File: src/rtl/laneswitch_nway.sv
// N-lane arbiter-switch sharing one dual-port memory between lanes.
// Ownership moves via req/ack after in-flight reads have drained.
module laneswitch_nway #(
  parameter int DATA_WIDTH  = 32,
  parameter int ADDR_WIDTH  = 6,
  parameter int NUM_LANES   = 4,
  parameter int LANE_BITS   = 2,
  parameter int MEM_LATENCY = 1
) (
  input  logic                            clk,
  input  logic                            reset,
  input  logic                            sel_req,
  input  logic [LANE_BITS-1:0]            sel_lane,
  output logic                            sel_ack,
  output logic [LANE_BITS-1:0]            owner,
  output logic [NUM_LANES-1:0]            grant,
  output logic                            busy,
  output logic                            active,
  output logic                            fault,
  input  logic                            fault_clr,
  output logic [ADDR_WIDTH-1:0]           mem_address0,
  output logic [ADDR_WIDTH-1:0]           mem_address1,
  output logic [DATA_WIDTH-1:0]           mem_d0,
  output logic [DATA_WIDTH-1:0]           mem_d1,
  input  logic [DATA_WIDTH-1:0]           mem_q0,
  input  logic [DATA_WIDTH-1:0]           mem_q1,
  output logic                            mem_ce0,
  output logic                            mem_ce1,
  output logic                            mem_we0,
  output logic                            mem_we1,
  input  logic [NUM_LANES*ADDR_WIDTH-1:0] lane_address0,
  input  logic [NUM_LANES*ADDR_WIDTH-1:0] lane_address1,
  input  logic [NUM_LANES*DATA_WIDTH-1:0] lane_d0,
  input  logic [NUM_LANES*DATA_WIDTH-1:0] lane_d1,
  output logic [NUM_LANES*DATA_WIDTH-1:0] lane_q0,
  output logic [NUM_LANES*DATA_WIDTH-1:0] lane_q1,
  input  logic [NUM_LANES-1:0]            lane_ce0,
  input  logic [NUM_LANES-1:0]            lane_ce1,
  input  logic [NUM_LANES-1:0]            lane_we0,
  input  logic [NUM_LANES-1:0]            lane_we1
);

  localparam logic [1:0] IDLE   = 2'd0;
  localparam logic [1:0] DRAIN  = 2'd1;
  localparam logic [1:0] SWITCH = 2'd2;
  localparam logic [1:0] DONE   = 2'd3;

  localparam int AW = ADDR_WIDTH;
  localparam int DW = DATA_WIDTH;
  localparam int L  = MEM_LATENCY;

  logic [1:0]           state_q, state_d;
  logic [LANE_BITS-1:0] owner_q, owner_d;
  logic [LANE_BITS-1:0] target_q, target_d;
  logic                 fault_q, fault_d;

  logic [1:0][AW-1:0] addr_q, addr_d;
  logic [1:0][DW-1:0] wd_q, wd_d;
  logic [1:0]         ce_q, ce_d;
  logic [1:0]         we_q, we_d;

  logic [1:0][L-1:0]                pv_q, pv_d;
  logic [1:0][L-1:0][LANE_BITS-1:0] pl_q, pl_d;

  logic [1:0][NUM_LANES*AW-1:0] l_addr;
  logic [1:0][NUM_LANES*DW-1:0] l_d;
  logic [1:0][NUM_LANES*DW-1:0] l_q;
  logic [1:0][NUM_LANES-1:0]    l_ce;
  logic [1:0][NUM_LANES-1:0]    l_we;
  logic [1:0][DW-1:0]           m_q;

  logic gate;
  logic viol;
  logic fault_set;

  assign l_addr = {lane_address1, lane_address0};
  assign l_d    = {lane_d1, lane_d0};
  assign l_ce   = {lane_ce1, lane_ce0};
  assign l_we   = {lane_we1, lane_we0};
  assign m_q    = {mem_q1, mem_q0};

  assign gate = (state_q == IDLE) || (state_q == DONE);

  always_comb begin
    grant = '0;
    for (int i = 0; i < NUM_LANES; i++) begin
      grant[i] = gate && (owner_q == LANE_BITS'(i));
    end
  end

  // Any lane driving ce without its grant bit is a protocol violation.
  assign viol = |((l_ce[0] | l_ce[1]) & ~grant);

  always_comb begin
    addr_d = '0;
    wd_d   = '0;
    ce_d   = '0;
    we_d   = '0;
    pv_d   = '0;
    pl_d   = '0;
    l_q    = '0;
    for (int p = 0; p < 2; p++) begin
      for (int i = 0; i < NUM_LANES; i++) begin
        if (owner_q == LANE_BITS'(i)) begin
          addr_d[p] = l_addr[p][i*AW +: AW];
          wd_d[p]   = l_d[p][i*DW +: DW];
          ce_d[p]   = l_ce[p][i] & grant[i];
          we_d[p]   = l_we[p][i] & l_ce[p][i] & grant[i];
        end
        if (pv_q[p][L-1] && pl_q[p][L-1] == LANE_BITS'(i)) begin
          l_q[p][i*DW +: DW] = m_q[p];
        end
      end
      pv_d[p][0] = ce_q[p] & ~we_q[p];
      pl_d[p][0] = owner_q;
      for (int s = 1; s < L; s++) begin
        pv_d[p][s] = pv_q[p][s-1];
        pl_d[p][s] = pl_q[p][s-1];
      end
    end
  end

  always_comb begin
    state_d   = state_q;
    owner_d   = owner_q;
    target_d  = target_q;
    fault_set = viol;
    unique case (state_q)
      IDLE: begin
        if (sel_req) begin
          if (sel_lane == owner_q) begin
            state_d = DONE;
          end else if (int'(sel_lane) >= NUM_LANES) begin
            state_d   = DONE;
            fault_set = 1'b1;
          end else begin
            target_d = sel_lane;
            state_d  = DRAIN;
          end
        end
      end
      DRAIN: begin
        if (!(|ce_q) && !(|pv_q)) state_d = SWITCH;
      end
      SWITCH: begin
        owner_d = target_q;
        state_d = DONE;
      end
      DONE:    state_d = IDLE;
      default: state_d = IDLE;
    endcase
    if (fault_set)      fault_d = 1'b1;
    else if (fault_clr) fault_d = 1'b0;
    else                fault_d = fault_q;
  end

  always_ff @(posedge clk) begin
    if (reset) begin
      state_q  <= IDLE;
      owner_q  <= '0;
      target_q <= '0;
      fault_q  <= 1'b0;
      addr_q   <= '0;
      wd_q     <= '0;
      ce_q     <= '0;
      we_q     <= '0;
      pv_q     <= '0;
      pl_q     <= '0;
    end else begin
      state_q  <= state_d;
      owner_q  <= owner_d;
      target_q <= target_d;
      fault_q  <= fault_d;
      addr_q   <= addr_d;
      wd_q     <= wd_d;
      ce_q     <= ce_d;
      we_q     <= we_d;
      pv_q     <= pv_d;
      pl_q     <= pl_d;
    end
  end

  assign sel_ack      = (state_q == DONE);
  assign owner        = owner_q;
  assign fault        = fault_q;
  assign active       = |ce_q;
  assign busy         = (state_q != IDLE) | (|pv_q) | (|ce_q);
  assign mem_address0 = addr_q[0];
  assign mem_address1 = addr_q[1];
  assign mem_d0       = wd_q[0];
  assign mem_d1       = wd_q[1];
  assign mem_ce0      = ce_q[0];
  assign mem_ce1      = ce_q[1];
  assign mem_we0      = we_q[0];
  assign mem_we1      = we_q[1];
  assign lane_q0      = l_q[0];
  assign lane_q1      = l_q[1];

endmodule

File: config.mk
export PLATFORM = sky130hd
export DESIGN_NAME = laneswitch_nway
export DESIGN_NICKNAME = d
export VERILOG_FILES = /design/src/rtl/laneswitch_nway.sv
export SDC_FILE = /design/constraint.sdc
export NUM_CORES = 1
export LEC_CHECK = 0
export BUFFER_PORTS_ARGS = -buffer_cell sky130_fd_sc_hd__buf_4
export CORE_AREA = 5 5 280 282
export CTS_BUF_LIST = sky130_fd_sc_hd__clkbuf_2 sky130_fd_sc_hd__clkbuf_4 sky130_fd_sc_hd__clkbuf_8
export DETAILED_ROUTE_END_ITERATION = 10
export DIE_AREA = 0 0 285 287
export GPL_ROUTABILITY_DRIVEN = 0
export PLACE_DENSITY_LB_ADDON = 0.15
export SLEW_MARGIN = 20
export SYNTH_ARGS = -nofsm -noshare
export SYNTH_HDL_FRONTEND = slang
export SYNTH_SLANG_ARGS = --single-unit
File: constraint.sdc
create_clock -name clk -period 2.7 [get_ports clk]
set_input_delay 0.54 -clock clk [delete_from_list [all_inputs] [get_ports clk]]
set_output_delay 0.54 -clock clk [all_outputs]
set_load 0.01 [all_outputs]
* Word level (Yosys, flattened, before mapping)
Cells that the tools add are included.
** Word-level totals
- Flip-flop bits (word level) :: 91
- Input port bits :: 390
- Output and inout port bits :: 346
- Word-level logic and storage cells :: 131
** Cells by class
- Reduce and logical (&&, ||, !) cells :: 26
- Eq/ne operators :: 12
- Mux-type cells :: 46
- Bitwise operators :: 34
** Operators with widths (count)
- 32-bit two-way mux :: 16
- 6-bit two-way mux :: 8
- 1-bit AND :: 26
- 1-bit two-way mux :: 18
- 1-bit logical AND :: 13
- 2-bit equality test (second input constant) :: 6
- 2-bit case mux with 4 select lines :: 1
- 2-bit by 1-bit equality test with 1-bit output (second input constant) :: 3
- 2-bit logical NOT :: 3
- 2-bit two-way mux :: 3
- 4-bit AND :: 1
- 2-bit != test (second input constant) :: 2
- 4-bit inverter :: 1
- 4-bit OR :: 1
- 2-bit nonzero test :: 2
- 2-bit OR reduction :: 2
- 4-bit OR reduction :: 1
- 1-bit inverter :: 3
- 3-bit AND reduction :: 1
- 2-bit equality test :: 1
- 1-bit logical NOT :: 2
- 1-bit OR :: 2
- 2-bit AND reduction :: 1
- 1-bit logical OR :: 1

* Depth between registers and ports, before layout
- Depth after elaboration :: 8
- Depth in mapped cells :: 7

* Least setup slack after synthesis
Ideal clock, no wire load.
- Kind :: reg2out
- Start :: register state_q[0]
- End :: output grant[2]
- Path buffers :: 1
- Stages on the path, launching flop included :: 5
- Required time :: 2.160 ns
- Slack :: 0.909 ns
- Arrival :: 1.251 ns
- Path through :: dfxtp_1 -> inv_1 -> ha_1 -> buf_1 -> nor3b_2
** Between the ends
- Longest elaborated chain between the ends :: 3
** RTL lines
- from (decl) :: RTL line 52 : logic [1:0] state_q, state_d;
- from (signal assigned) :: RTL line 170 : state_q <= state_d;
- 2-bit equality test or 2-bit logical NOT (tied branches) :: RTL line 82 : assign gate = (state_q == IDLE) || (state_q == DONE);
- 1-bit logical OR * :: RTL line 82
- 1-bit logical AND * :: RTL line 87 : grant[i] = gate && (owner_q == LANE_BITS'(i));
- to (decl) :: RTL line 16 : output logic [NUM_LANES-1:0] grant,
Every way passes the cells marked *; elsewhere a longest branch is shown, timed or not.

* Worst setup path in the final report
- Start :: register state_q[0]
- End :: output grant[1]
The elaborated chain is that of the path after synthesis.

==> impl_metrics.py <==
metrics = {
    "status": {
        "outcome": "complete, no violations",
    },
    "detailed_routing": {
        "via_count": 7444,
        "drc": 0,
        "antenna_left": 0,
        "first_pass_iters": 4,
        "via_per_inst": 3.209,
        "drt-wirelength-per-cell_um": 18.21,
        "wirelength_um": 42240,
        "drtIter0Drc": 154,
    },
    "worst_setup_path": {
        "arrival_ns": 1.84,
        "end_kind": "primary output",
        "rr_worst_depth": 3,
        "crit_required_ns": 2.16,
        "worst_r2r_startpoint": "owner[0]",
        "cp_max_fo": 8,
        "crit_end": "grant[1]",
        "r2r-end": "mem_d1[22]",
        "critical_path.startpoint": "state_q[0]",
        "worstSetupStartpointType": "flip-flop",
        "path_class": "reg2out",
        "reg2reg_slack_ns": 0.83,
    },
    "synth": {
        "ys_ff_latch": 91,
        "synth_fp_nets": 1023,
        "synth-async-reset-ratio_pct": 0,
        "synth.area.top_cells": "dfxtp_1 (28%), mux4_2 (27%), and2_1 (25%), nor2b_1 (7.7%), clkbuf_1 (2.0%)",
        "ys_top_cells_by_count": "and2_1 (256), dfxtp_1 (91), nor2b_1 (79), mux4_2 (76), clkbuf_1 (34)",
        "synth_flop_cell": "dfxtp_1",
        "synth_most_common_cell": "and2_1",
        "synth_top_area_share_pct": 28.43,
        "synth_cell_types": 37,
        "synth_cells": 628,
        "synth.yosys.seq_area_share_pct": 28.43,
        "syn_area_sq_um": 6407,
        "avgSynthCellArea_sq_um": 10.20,
        "synth_edf_count": 0,
        "yosys.area.top_type": "dfxtp_1",
        "yosysWarningCount": 0,
    },
    "sta": {
        "finalWorstSetupSlack_ns": 0.3195,
        "setup_violations": 0,
        "fmax_ghz": 0.4201,
        "worst_pin_slew_ns": 0.5395,
        "finClkSkew_ns": 0.01998,
        "rsz0062_at_grt": "no",
        "hold_viol_final": 0,
        "worst_slew_margin_rel_pct": 64.04,
        "setup_tns_ns": 0,
        "report.final.slew_viol_count": 0,
        "fin_crit_ns": 2.381,
        "finalCritPeriodShare_pct": 88.17,
    },
    "power_and_ir_drop": {
        "power_w": 0.004377,
        "cellPowerDensity_nw_per_um2": 330.1,
        "ir_drop_mv": 0.1947,
        "leakagePower_nw": 6.209,
    },
    "final_layout": {
        "final_core_utilization_pct": 17.58,
        "fillers": 8545,
        "layout-drive-gt1-share_pct": 63.68,
        "multi_input_area_sq_um": 4313,
        "syn_to_final_growth_pct": 107.0,
        "nNetsFinal": 1731,
        "regArea_sq_um": 1829,
    },
    "global_routing": {
        "grt_max_degree": 70,
        "gr-total-overflow": 0,
        "antenna_found_initial": 4,
        "grt_pass1_vias": 8077,
        "grt_pass1_wl_um": 57280,
        "grt.total_usage_pct": 9.596,
    },
    "cts": {
        "path_clk_slew_ns": 0.12,
        "ctsHoldBuffers": 0,
        "cts_tree": "done",
        "clock_sinks": 91,
        "cts_resized": 0,
        "cts_buffers": 9,
        "clock-root-buffer": "clkbuf_8",
        "clock_path_buffers": 2,
        "cts_max_level": 3,
        "cts_setup_buffers": 0,
        "clock_latency_ns": 0.43,
    },
    "floorplan": {
        "dieArea_sq_um": 81800,
        "dieWidth_um": 285,
        "rows": 101,
        "coreArea_sq_um": 75440,
        "pin_count": 736,
        "die_h_um": 287,
        "initial_core_util_pct": 8.493,
    },
    "placed_design": {
        "port_buffers": 735,
        "dp_slack_ns": 0.7403,
        "dpl.hpwl_um": 35840,
    },
    "job": {
        "max-cap-violations": 0,
    },
    "hold_path": {
        "hold_path_class": "in2reg",
    },
}
## power by group
group / leakage, nW / total (W) / internal (W) / switching [W]
sequential: 0.758 / 0.00156 / 0.00147 / 0.0000896
clock: 0.0989 / 0.00101 / 0.000360 / 0.000646
combinational: 5.35 / 0.00181 / 0.00103 / 0.000781
## worst min path at each step
stage	startpoint	slack (ns)	end	cells past startpoint
after floorplan	target_q[0]	0.46	target_q[0]	2
after global placement	we_q[1]	0.47	pv_q[1]	1
after detailed placement	we_q[0]	0.47	pv_q[0]	1
after CTS	sel_lane[1]	0.30	target_q[1]	3
after global routing	sel_lane[1]	0.32	target_q[1]	3
final	sel_lane[1]	0.38	target_q[1]	3
## sequential cells by signal (all words and copies together), names as in the netlist, 2 cells and up
register	cells
ce_q	2
mem_address0	6
mem_address1	6
mem_d0	32
mem_d1	32
owner	2
pl_q	2
pv_q	2
state_q	2
target_q	2
we_q	2
## placed cells by master, fill, tap and decap left out, drive strengths merged, types with 3 or more instances in the layout
master,n
buf,751
and2,256
dfxtp,91
nor2b,79
mux4,76
nor2,11
inv,11
clkbuf,9
nand3,8
nor3b,6
ha,5
and3b,4
o22ai,4
mux2i,4
nand2,3
## stage by stage
stage | cell area, sq um | hold WS [ns] | std cells
global route | 13260 | 0.3163 | 2320
detailed placement | 13070 | 0.4732 | 2303
CTS | 13260 | 0.2951 | 2319
finish | 13260 | 0.3767 | 2320
global placement | 13070 | 0.4687 | 2303
floorplan | 6407 | 0.4601 | 628
## worst max-delay path, stage by stage (launching register included)
cell     delay (ns)
dfxtp_1        0.37
inv_1          0.10
ha_1           0.46
nor3b_4        0.30
buf_4          0.20
## logic make-up (layout without fill, tap and decap cells)
logic type | Yosys count | after routing | synth area share (%)
fa+ha+maj | 5 | 5 | 0.9764
other cells | 0 | 1 | 0
simple gates | 374 | 374 | 36.48
mux | 82 | 82 | 27.69
xor+xnor | 2 | 2 | 0.2734
buf+inv | 59 | 772 | 4.413
compound gates | 15 | 15 | 1.738
flops | 91 | 91 | 28.43
## area by class of cell
type	instances	area share, %
timing repair buffer	751	42.89
multi-input combinational	478	32.52
sequential	91	13.79
tap	978	9.227
clock buffer	9	0.9340
clock inverter	7	0.4717
inverter	5	0.1415
antenna	1	0.01887
## routing by layer
metal | GRT usage (%) | up-vias | share of wire [%]
li1 | - | 3548 | -
met1 | 9.236 | 3454 | 34
met2 | 19.11 | 413 | 55
met3 | 3.584 | 27 | 8.7
met4 | 2.472 | 2 | 1.6
met5 | 0 | - | 0.031
Power figures use the tool's default switching activity.
